==> src/rtl/fpdp_to_real_if.sv <==
// Handshake and result bundle for the double-to-fixed-point converter.
// The requester drives the operand and start; the converter returns results.
interface fpdp_to_real_if;
    logic [63:0] fpdp;
    logic        ready;
    logic [31:0] intg;
    logic [63:0] frac;
    logic        sign;
    logic        ovf;
    logic        nan;
    logic        busy;
    logic        done;

    modport master (
        output fpdp,
        output ready,
        input  intg,
        input  frac,
        input  sign,
        input  ovf,
        input  nan,
        input  busy,
        input  done
    );

    modport slave (
        input  fpdp,
        input  ready,
        output intg,
        output frac,
        output sign,
        output ovf,
        output nan,
        output busy,
        output done
    );
endinterface

==> src/rtl/fpdp_to_real.sv <==
// IEEE-754 double to 32.64 unsigned fixed point plus sign, one shift per cycle.
// Special operands resolve in UNPACK and skip the shifter entirely.
module fpdp_to_real (
    input  logic          clk,
    input  logic          rset,
    fpdp_to_real_if.slave bus
);
    typedef enum logic [1:0] {
        IDLE   = 2'd0,
        UNPACK = 2'd1,
        SHIFT  = 2'd2,
        FINISH = 2'd3
    } state_t;

    state_t state_q;
    state_t state_d;

    logic [63:0] op_q;
    logic [95:0] wk_q;
    logic [6:0]  cnt_q;
    logic        sign_q;
    logic        ovf_q;
    logic        nan_q;
    logic        done_q;

    logic [10:0]        exp_w;
    logic [51:0]        man_w;
    logic signed [11:0] e_w;
    logic [11:0]        abs_e;
    logic               is_max;
    logic               is_nan;
    logic               is_inf;
    logic               is_zero;
    logic               is_big;
    logic               is_tiny;
    logic               is_sat;
    logic               is_special;
    logic [95:0]        wk_shift;

    assign exp_w = op_q[62:52];
    assign man_w = op_q[51:0];
    assign e_w   = $signed({1'b0, exp_w}) - 12'sd1023;
    assign abs_e = e_w[11] ? (~e_w + 12'd1) : e_w;

    assign is_max  = (exp_w == 11'h7FF);
    assign is_nan  = is_max && (man_w != 52'd0);
    assign is_inf  = is_max && (man_w == 52'd0);
    assign is_zero = (exp_w == 11'd0);
    assign is_big  = !is_max && (e_w > 12'sd31);
    assign is_tiny = !is_zero && (e_w < -12'sd64);
    assign is_sat  = is_inf || is_big;

    assign is_special = is_max || is_zero || is_big || is_tiny;

    // Direction follows the exponent sign; bits leaving the bottom are dropped.
    assign wk_shift = e_w[11] ? (wk_q >> 1) : (wk_q << 1);

    // State register.
    always_ff @(posedge clk or posedge rset) begin
        if (rset) begin
            state_q <= IDLE;
        end else begin
            state_q <= state_d;
        end
    end

    // Next-state selection.
    always_comb begin
        state_d = state_q;
        unique case (state_q)
            IDLE: begin
                if (bus.ready) begin
                    state_d = UNPACK;
                end
            end
            UNPACK: begin
                if (is_special || (e_w == 12'sd0)) begin
                    state_d = FINISH;
                end else begin
                    state_d = SHIFT;
                end
            end
            SHIFT: begin
                if (cnt_q <= 7'd1) begin
                    state_d = FINISH;
                end
            end
            FINISH: begin
                state_d = IDLE;
            end
            default: begin
                state_d = IDLE;
            end
        endcase
    end

    // Operand capture, working register, flags and the done pulse.
    always_ff @(posedge clk or posedge rset) begin
        if (rset) begin
            op_q   <= '0;
            wk_q   <= '0;
            cnt_q  <= '0;
            sign_q <= 1'b0;
            ovf_q  <= 1'b0;
            nan_q  <= 1'b0;
            done_q <= 1'b0;
        end else begin
            done_q <= 1'b0;
            unique case (state_q)
                IDLE: begin
                    if (bus.ready) begin
                        op_q   <= bus.fpdp;
                        sign_q <= bus.fpdp[63];
                    end
                end
                UNPACK: begin
                    ovf_q <= is_sat;
                    nan_q <= is_nan;
                    if (is_sat) begin
                        wk_q <= '1;
                    end else if (is_special) begin
                        wk_q <= '0;
                    end else begin
                        wk_q <= {31'd0, 1'b1, man_w, 12'd0};
                    end
                    if (is_special) begin
                        cnt_q <= 7'd0;
                    end else begin
                        cnt_q <= abs_e[6:0];
                    end
                end
                SHIFT: begin
                    wk_q  <= wk_shift;
                    cnt_q <= cnt_q - 7'd1;
                end
                FINISH: begin
                    done_q <= 1'b1;
                end
                default: begin
                end
            endcase
        end
    end

    assign bus.intg = wk_q[95:64];
    assign bus.frac = wk_q[63:0];
    assign bus.sign = sign_q;
    assign bus.ovf  = ovf_q;
    assign bus.nan  = nan_q;
    assign bus.busy = (state_q != IDLE);
    assign bus.done = done_q;
endmodule

==> src/flat_wrapper.sv <==
// flat-port wrapper written by rule: the top's interface ports become plain ports
module fpdp_to_real_flat 
  (clk, rset, bus_fpdp, bus_ready, bus_intg, bus_frac, bus_sign, bus_ovf, bus_nan, bus_busy, bus_done);
  fpdp_to_real_if bus_i ();
  input  logic clk;
  input  logic rset;
  input wire logic [$bits(bus_i.fpdp)-1:0] bus_fpdp;
  input wire logic [$bits(bus_i.ready)-1:0] bus_ready;
  output wire logic [$bits(bus_i.intg)-1:0] bus_intg;
  output wire logic [$bits(bus_i.frac)-1:0] bus_frac;
  output wire logic [$bits(bus_i.sign)-1:0] bus_sign;
  output wire logic [$bits(bus_i.ovf)-1:0] bus_ovf;
  output wire logic [$bits(bus_i.nan)-1:0] bus_nan;
  output wire logic [$bits(bus_i.busy)-1:0] bus_busy;
  output wire logic [$bits(bus_i.done)-1:0] bus_done;
  assign bus_i.fpdp = bus_fpdp;
  assign bus_i.ready = bus_ready;
  assign bus_intg = bus_i.intg;
  assign bus_frac = bus_i.frac;
  assign bus_sign = bus_i.sign;
  assign bus_ovf = bus_i.ovf;
  assign bus_nan = bus_i.nan;
  assign bus_busy = bus_i.busy;
  assign bus_done = bus_i.done;
  fpdp_to_real u_core (.clk(clk), .rset(rset), .bus(bus_i));
endmodule
==> config.mk <==
export PLATFORM = sky130hd
export DESIGN_NAME = fpdp_to_real_flat
export DESIGN_NICKNAME = d
export VERILOG_FILES = /design/src/rtl/fpdp_to_real_if.sv /design/src/rtl/fpdp_to_real.sv /design/src/flat_wrapper.sv
export SDC_FILE = /design/constraint.sdc
export NUM_CORES = 1
export LEC_CHECK = 0
export BUFFER_PORTS_ARGS = -buffer_cell sky130_fd_sc_hd__buf_2
export CAP_MARGIN = 20
export CORE_ASPECT_RATIO = 0.6
export CORE_UTILIZATION = 56
export CTS_CLUSTER_DIAMETER = 50
export DETAILED_ROUTE_END_ITERATION = 16
export PLACE_DENSITY = 0.8
export SLEW_MARGIN = 20
export SYNTH_ARGS = -nofsm -noshare
export SYNTH_HDL_FRONTEND = slang
export SYNTH_SLANG_ARGS = --single-unit
==> constraint.sdc <==
create_clock -name clk -period 6.3 [get_ports clk]
set_input_delay 0.945 -clock clk [delete_from_list [all_inputs] [get_ports clk]]
set_output_delay 0.945 -clock clk [all_outputs]
set_load 0.02 [all_outputs]
Word level (Yosys, flattened, before mapping)
Index checks and enable logic that the tools add are counted.

Add/subtract/negate cells: 3. $lt $le $gt $ge: 3. Equality and inequality tests: 6. Multiplexer cells: 12. Bitwise logic cells: 1. Reduce and logical (&&, ||, !) cells: 20.

Operators with widths (count): 96-bit 2-to-1 mux (2); 96-bit one-hot mux with 2 select lines (1); 65-bit 2-to-1 mux (1); 52-bit logical NOT (1); 52-bit nonzero test (1); 7-bit 2-to-1 mux (2); 7-bit one-hot mux with 2 select lines (1); 12-bit by 6-bit > comparator with 1-bit output (second input constant) (1); 12-bit logical NOT (1); 12-bit by 7-bit < comparator with 1-bit output (second input constant) (1); 11-bit by 10-bit subtractor with 12-bit output (second input constant) (1); 11-bit == test (second input constant) (1); 11-bit logical NOT (1); 2-bit one-hot mux with 4 select lines (1); 7-bit by 1-bit adder with 7-bit output (second input constant) (1); 7-bit by 1-bit <= comparator with 1-bit output (second input constant) (1); 7-bit inverter (1); 7-bit by 1-bit subtractor with 7-bit output (second input constant) (1); 1-bit logical OR (5); 2-bit == test (second input constant) (2); 1-bit logical AND (4); 2-bit 2-to-1 mux (2); 2-bit AND reduction (2); 2-bit nonzero test (2); other kinds (6) (8).

Register bits after elaboration: 172.

Logic depth before layout (Yosys ltp)
Depth in word-level cells: 8. Gate-level depth with buffers: 12.

Least setup slack after synthesis
Ideal clock, no wire load.

Path kind: reg-to-reg. Start point: register u_core.op_q[53]. End point: register u_core.wk_q[13]. Setup time: 0.122 ns. Arrival: 2.411 ns. Setup slack: 3.767 ns. Stages on the path, launching flop included: 12. Buffers on the path: 3. Period minus slack after synthesis: 2.533 ns. Cell sequence: dfrtp_1 -> ha_1 -> buf_2 -> and3_1 -> a211o_1 -> a22o_1 -> a211o_1 -> o21ai_2 -> and2_2 -> buf_8 -> buf_12 -> a21oi_2.

Longest elaborated chain between the ends: 8. Elaborated cells between the ends (all ways): 18. Those cells by class: add/sub (1); order compare (2); eq/ne (1); mux (4); reduce/logical (10).

Ends and longest elaborated chain: start, declared (RTL line fpdp_to_real.sv:18) `logic [63:0] op_q;`; start signal, assigned (RTL line fpdp_to_real.sv:112) `op_q <= bus.fpdp;`; 11-bit by 10-bit subtractor with 12-bit output / 11-bit == test (equally long branches) (RTL line fpdp_to_real.sv:42, fpdp_to_real.sv:45); 12-bit by 6-bit > comparator with 1-bit output / 1-bit logical NOT (equally long branches) (RTL line fpdp_to_real.sv:49) `assign is_big = !is_max && (e_w > 12'sd31);`; 1-bit logical AND (RTL line fpdp_to_real.sv:49); 1-bit logical OR (2 in series) (RTL line fpdp_to_real.sv:53) `assign is_special = is_max || is_zero || is_big || is_tiny;`; 65-bit 2-to-1 mux (RTL line fpdp_to_real.sv:121) `end else if (is_special) begin`; 96-bit 2-to-1 mux (RTL line fpdp_to_real.sv:119) `if (is_sat) begin`; 96-bit one-hot mux with 2 select lines (*) (RTL line fpdp_to_real.sv:109) `unique case (state_q)`; end signal, assigned (RTL line fpdp_to_real.sv:124) `wk_q <= {31'd0, 1'b1, man_w, 12'd0};`; end signal, assigned (RTL line fpdp_to_real.sv:133) `wk_q <= wk_shift;`; end, declared (RTL line fpdp_to_real.sv:19) `logic [95:0] wk_q;`.

Every way passes the cells marked *; elsewhere a longest branch is shown, timed or not. A chain may end at the register's enable or synchronous reset.

Worst setup path after layout
Start point: register u_core.state_q[0]. End point: register u_core.wk_q[63].

Longest elaborated chain between the ends: 2. Elaborated cells between the ends (all ways): 4. Those cells by class: eq/ne (2); mux (1); reduce/logical (1).

Ends and longest elaborated chain: start, declared (RTL line fpdp_to_real.sv:15) `state_t state_q;`; start signal, assigned (RTL line fpdp_to_real.sv:63) `state_q <= state_d;`; 2-bit == test / 2-bit by 1-bit == test with 1-bit output (equally long branches) (RTL line fpdp_to_real.sv:109); 96-bit one-hot mux with 2 select lines / 2-bit nonzero test (equally long branches).

Parallel ways exist; a longest one is shown, timed or not.

==> impl_summary.log <==
[metrics] cells along the critical path: inv_1 -> ha_2 -> inv_2 -> o21ai_2 -> and2_2 -> buf_4 -> a21oi_1
[metrics] maximum cell stage delay along the critical path: 930 ps
[metrics] weighted congestion at the end of routability-driven global placement: between 0.8 and 0.9
[metrics] data required time of the worst path: 6580 ps
[metrics] largest net degree at the start of global routing: 107
[metrics] worst endpoint data arrival time: approximately 4300 ps
[metrics] H-Tree Level Count: 4
[metrics] Resized Gates After CTS: 0
[metrics] Placement Rows: 35
[metrics] Reg clk slew, reported paths: 70 ps
[metrics] Syn Nets: 1,060
[metrics] sequential area share after synthesis: 47.2%
[metrics] most instantiated library cell after synthesis: nand2_1
[metrics] Vias: between 7,000 and 8,000
[metrics] CTS tree: built
[metrics] share of flip-flops with an asynchronous set or reset after synthesis: 100%
[metrics] CP Launch Type: register
[metrics] upper clock frequency limit: around 250 MHz
[metrics] portion of the clock cycle consumed by the worst path in the final layout: 63.8%
[metrics] total grt overflow: 0
[metrics] Detailed Place HPWL: about 15,000 um
[metrics] total count of max-transition violations in the final report: 0
[metrics] final standard cell count with taps included and fillers excluded: about 1,300
[metrics] worst hold slack across all endpoints: between 500 and 600 ps
[metrics] register bit count reported by yosys: 172
[metrics] area enclosed by the die boundary: ~17,000 sq um
[metrics] predominant post-synthesis flop cell: dfrtp_1
[metrics] Post-CTS Hold Fix Bufs: 0
[metrics] number of buffers added on ports: 167
[metrics] share of the synthesized area in the top cell type: 47.2%
[metrics] worst hold path class: register to register
[metrics] Finish-stage setup viols: 0
[metrics] Synth Area per Inst: 9.26 sq um
[metrics] main area contributors after synthesis: dfrtp_1, nand2_1, mux2_2
[metrics] global-route wire length before repair: 37,400 um
[metrics] clk buf depth: 2
[metrics] worst clock skew: 17.6 ps
[metrics] cell with the largest stage delay on the worst path: ha_2
[metrics] number of iterations in the first detailed-routing pass: 8
[metrics] Die X-Extent: 167 um
[metrics] synth cell count leaders: nand2_1, dfrtp_1, a21oi_1
[metrics] total clock buffers created by CTS: 17
[metrics] clock tree sinks: approximately 170
[metrics] final non-filler cell area: 10,400 sq um
[metrics] Die Height: 101 um
[metrics] sort of element at the end of the critical path: register
[metrics] largest area contributor in the synthesized netlist: dfrtp_1
[metrics] vias in the first global route: 7,152
[metrics] detail-routed net length per standard cell: 17.6 um
[metrics] number of diodes: 0
[metrics] Synth Cell Area: 9110 sq um
[metrics] WS Path Type: register to register
[metrics] global routing usage summed across all routing layers: 28.2%
[metrics] first-iteration detailed-routing DRC count: 895
[metrics] unrepaired setup endpoints after global routing: no
[metrics] standard cell area after detailed placement: between 9000 and 10,000 sq um
[metrics] share of layout cells above drive strength 1: 30.3%
[metrics] Final Hold Fails: 0
[metrics] Final Routed Wirelength: ~23,000 um
[metrics] number of nets in the layout: 1,177
[metrics] number of enable-type register cells in the synthesized netlist: 0
[metrics] Total Negative Setup Slacks: 0 ps
[metrics] relative slew slack: 28.1%
[metrics] maxcap violations: 0
[metrics] post-CTS repair timing setup buffer count: 0
[metrics] # IOs: 168
[metrics] clock tree root driver cell: clkbuf_16
[metrics] placed instance count: 1,285
[metrics] Warnings, synthesis: 0
[metrics] vias per cell: 5.96
[metrics] Final Critical Period: 4020 ps
[metrics] largest driver fanout on the critical path: 56
[metrics] post-synthesis cell type count: 53
[metrics] core area: 15,600 sq um
[metrics] run status: complete, no violations
[metrics] initial core utilization: about three fifths
[metrics] transition time of the tightest slew-check pin: 1080 ps
[metrics] antenna violation net count after detailed routing: 0
[metrics] gate count after technology mapping: 984
[metrics] initial antenna violation count: 0
[metrics] remaining routing DRC violations: 0
[metrics] clock latency on the worst-skew pair: 430 ps
[metrics] area growth from synthesis to layout: 14.3%
## critical path: cells and delay by family (launching register included)
| kind | cells | cell delay (ps) |
|---|---|---|
| AOI/OAI and AO/OA | 2 | 420 |
| and+or+nand+nor | 1 | 680 |
| adders and majority gates | 1 | 930 |
| buffers and inverters | 3 | 1410 |
| DFF | 1 | 410 |
## cell families (layout without fill, tap and decap cells)
| kind of cell | after synthesis | in the layout | synth area share [%] |
|---|---|---|---|
| AO/OA/AOI/OAI | 256 | 256 | 19.0 |
| adder cells (fa/ha/maj) | 9 | 9 | 1.24 |
| AND/OR/NAND/NOR | 379 | 379 | 17.9 |
| multiplexers | 65 | 65 | 8.03 |
| buffers and inverters | 91 | 220 | 5.44 |
| XOR/XNOR | 12 | 12 | 1.15 |
| flip-flops | 172 | 172 | 47.2 |
## final timing paths
kind                                    from               to  cells after the start  slack [ps]
max reg2reg                u_core.state_q[0]  u_core.wk_q[63]                      7        2280
max in group asynchronous               rset  u_core.bus.sign                      3        4160
min reg2reg                  u_core.bus.sign  u_core.bus.sign                      1         510
max                        u_core.state_q[0]  u_core.wk_q[63]                      7        2280
min in group asynchronous               rset  u_core.op_q[44]                      2         740
min                          u_core.bus.sign  u_core.bus.sign                      1         510
## placed cells by master, fill, tap and decap left out, types with 3 or more instances in the layout
master / instances
o22ai_1: 4
inv_6: 5
a31oi_1: 8
a21oi_1: 114
a21oi_2: 50
and3_1: 4
nor4_1: 13
inv_1: 12
mux2_2: 65
nand4_1: 4
dfrtp_1: 172
nand3_1: 47
nor2_1: 69
buf_4: 8
nand2_1: 212
ha_1: 7
nor3_1: 11
o211ai_1: 4
clkbuf_16: 17
xor2_1: 4
a22o_1: 43
xnor2_1: 8
nand2b_1: 3
buf_2: 167
o21ai_0: 14
clkinv_4: 5
## per-stage QoR
step | utilization, % | setup WS (ps)
3_5_place_dp | 63.0 | 2320
5_1_grt | 66.6 | 2060
6_report | 66.6 | 2280
2_1_floorplan | - | 695
3_3_place_gp | 63.0 | 2430
4_1_cts | 66.6 | 2310
## registers in the layout (all words and copies together) (netlist names)
register and flops:
u_core.wk_q 96, u_core.cnt_q 7, u_core.bus.ovf 1, u_core.bus.nan 1, u_core.bus.sign 1, u_core.op_q 63, u_core.state_q 2, u_core.bus.done 1
## per-layer routing
metal	up-vias	wire, um	track usage, %
met5	-	0	0
li1	3668	-	-
met3	24	1980	6.71
met2	383	9960	40.9
met1	3770	11000	42.6
met4	0	267	6.84
## final cells by class
| type | count | area (sq um) |
|---|---|---|
| clock inverter | 13 | 133 |
| tap | 203 | 254 |
| clock buffer | 18 | 429 |
| multi-input combinational | 721 | 4340 |
| sequential | 172 | 4300 |
| timing repair buffer | 175 | 896 |
| inverter | 14 | 57.6 |
| fill | 1286 | 5220 |
Power is left out: the tool's default activity adds up to more than one toggle a clock period on the data nets, which glitch-free logic cannot reach.
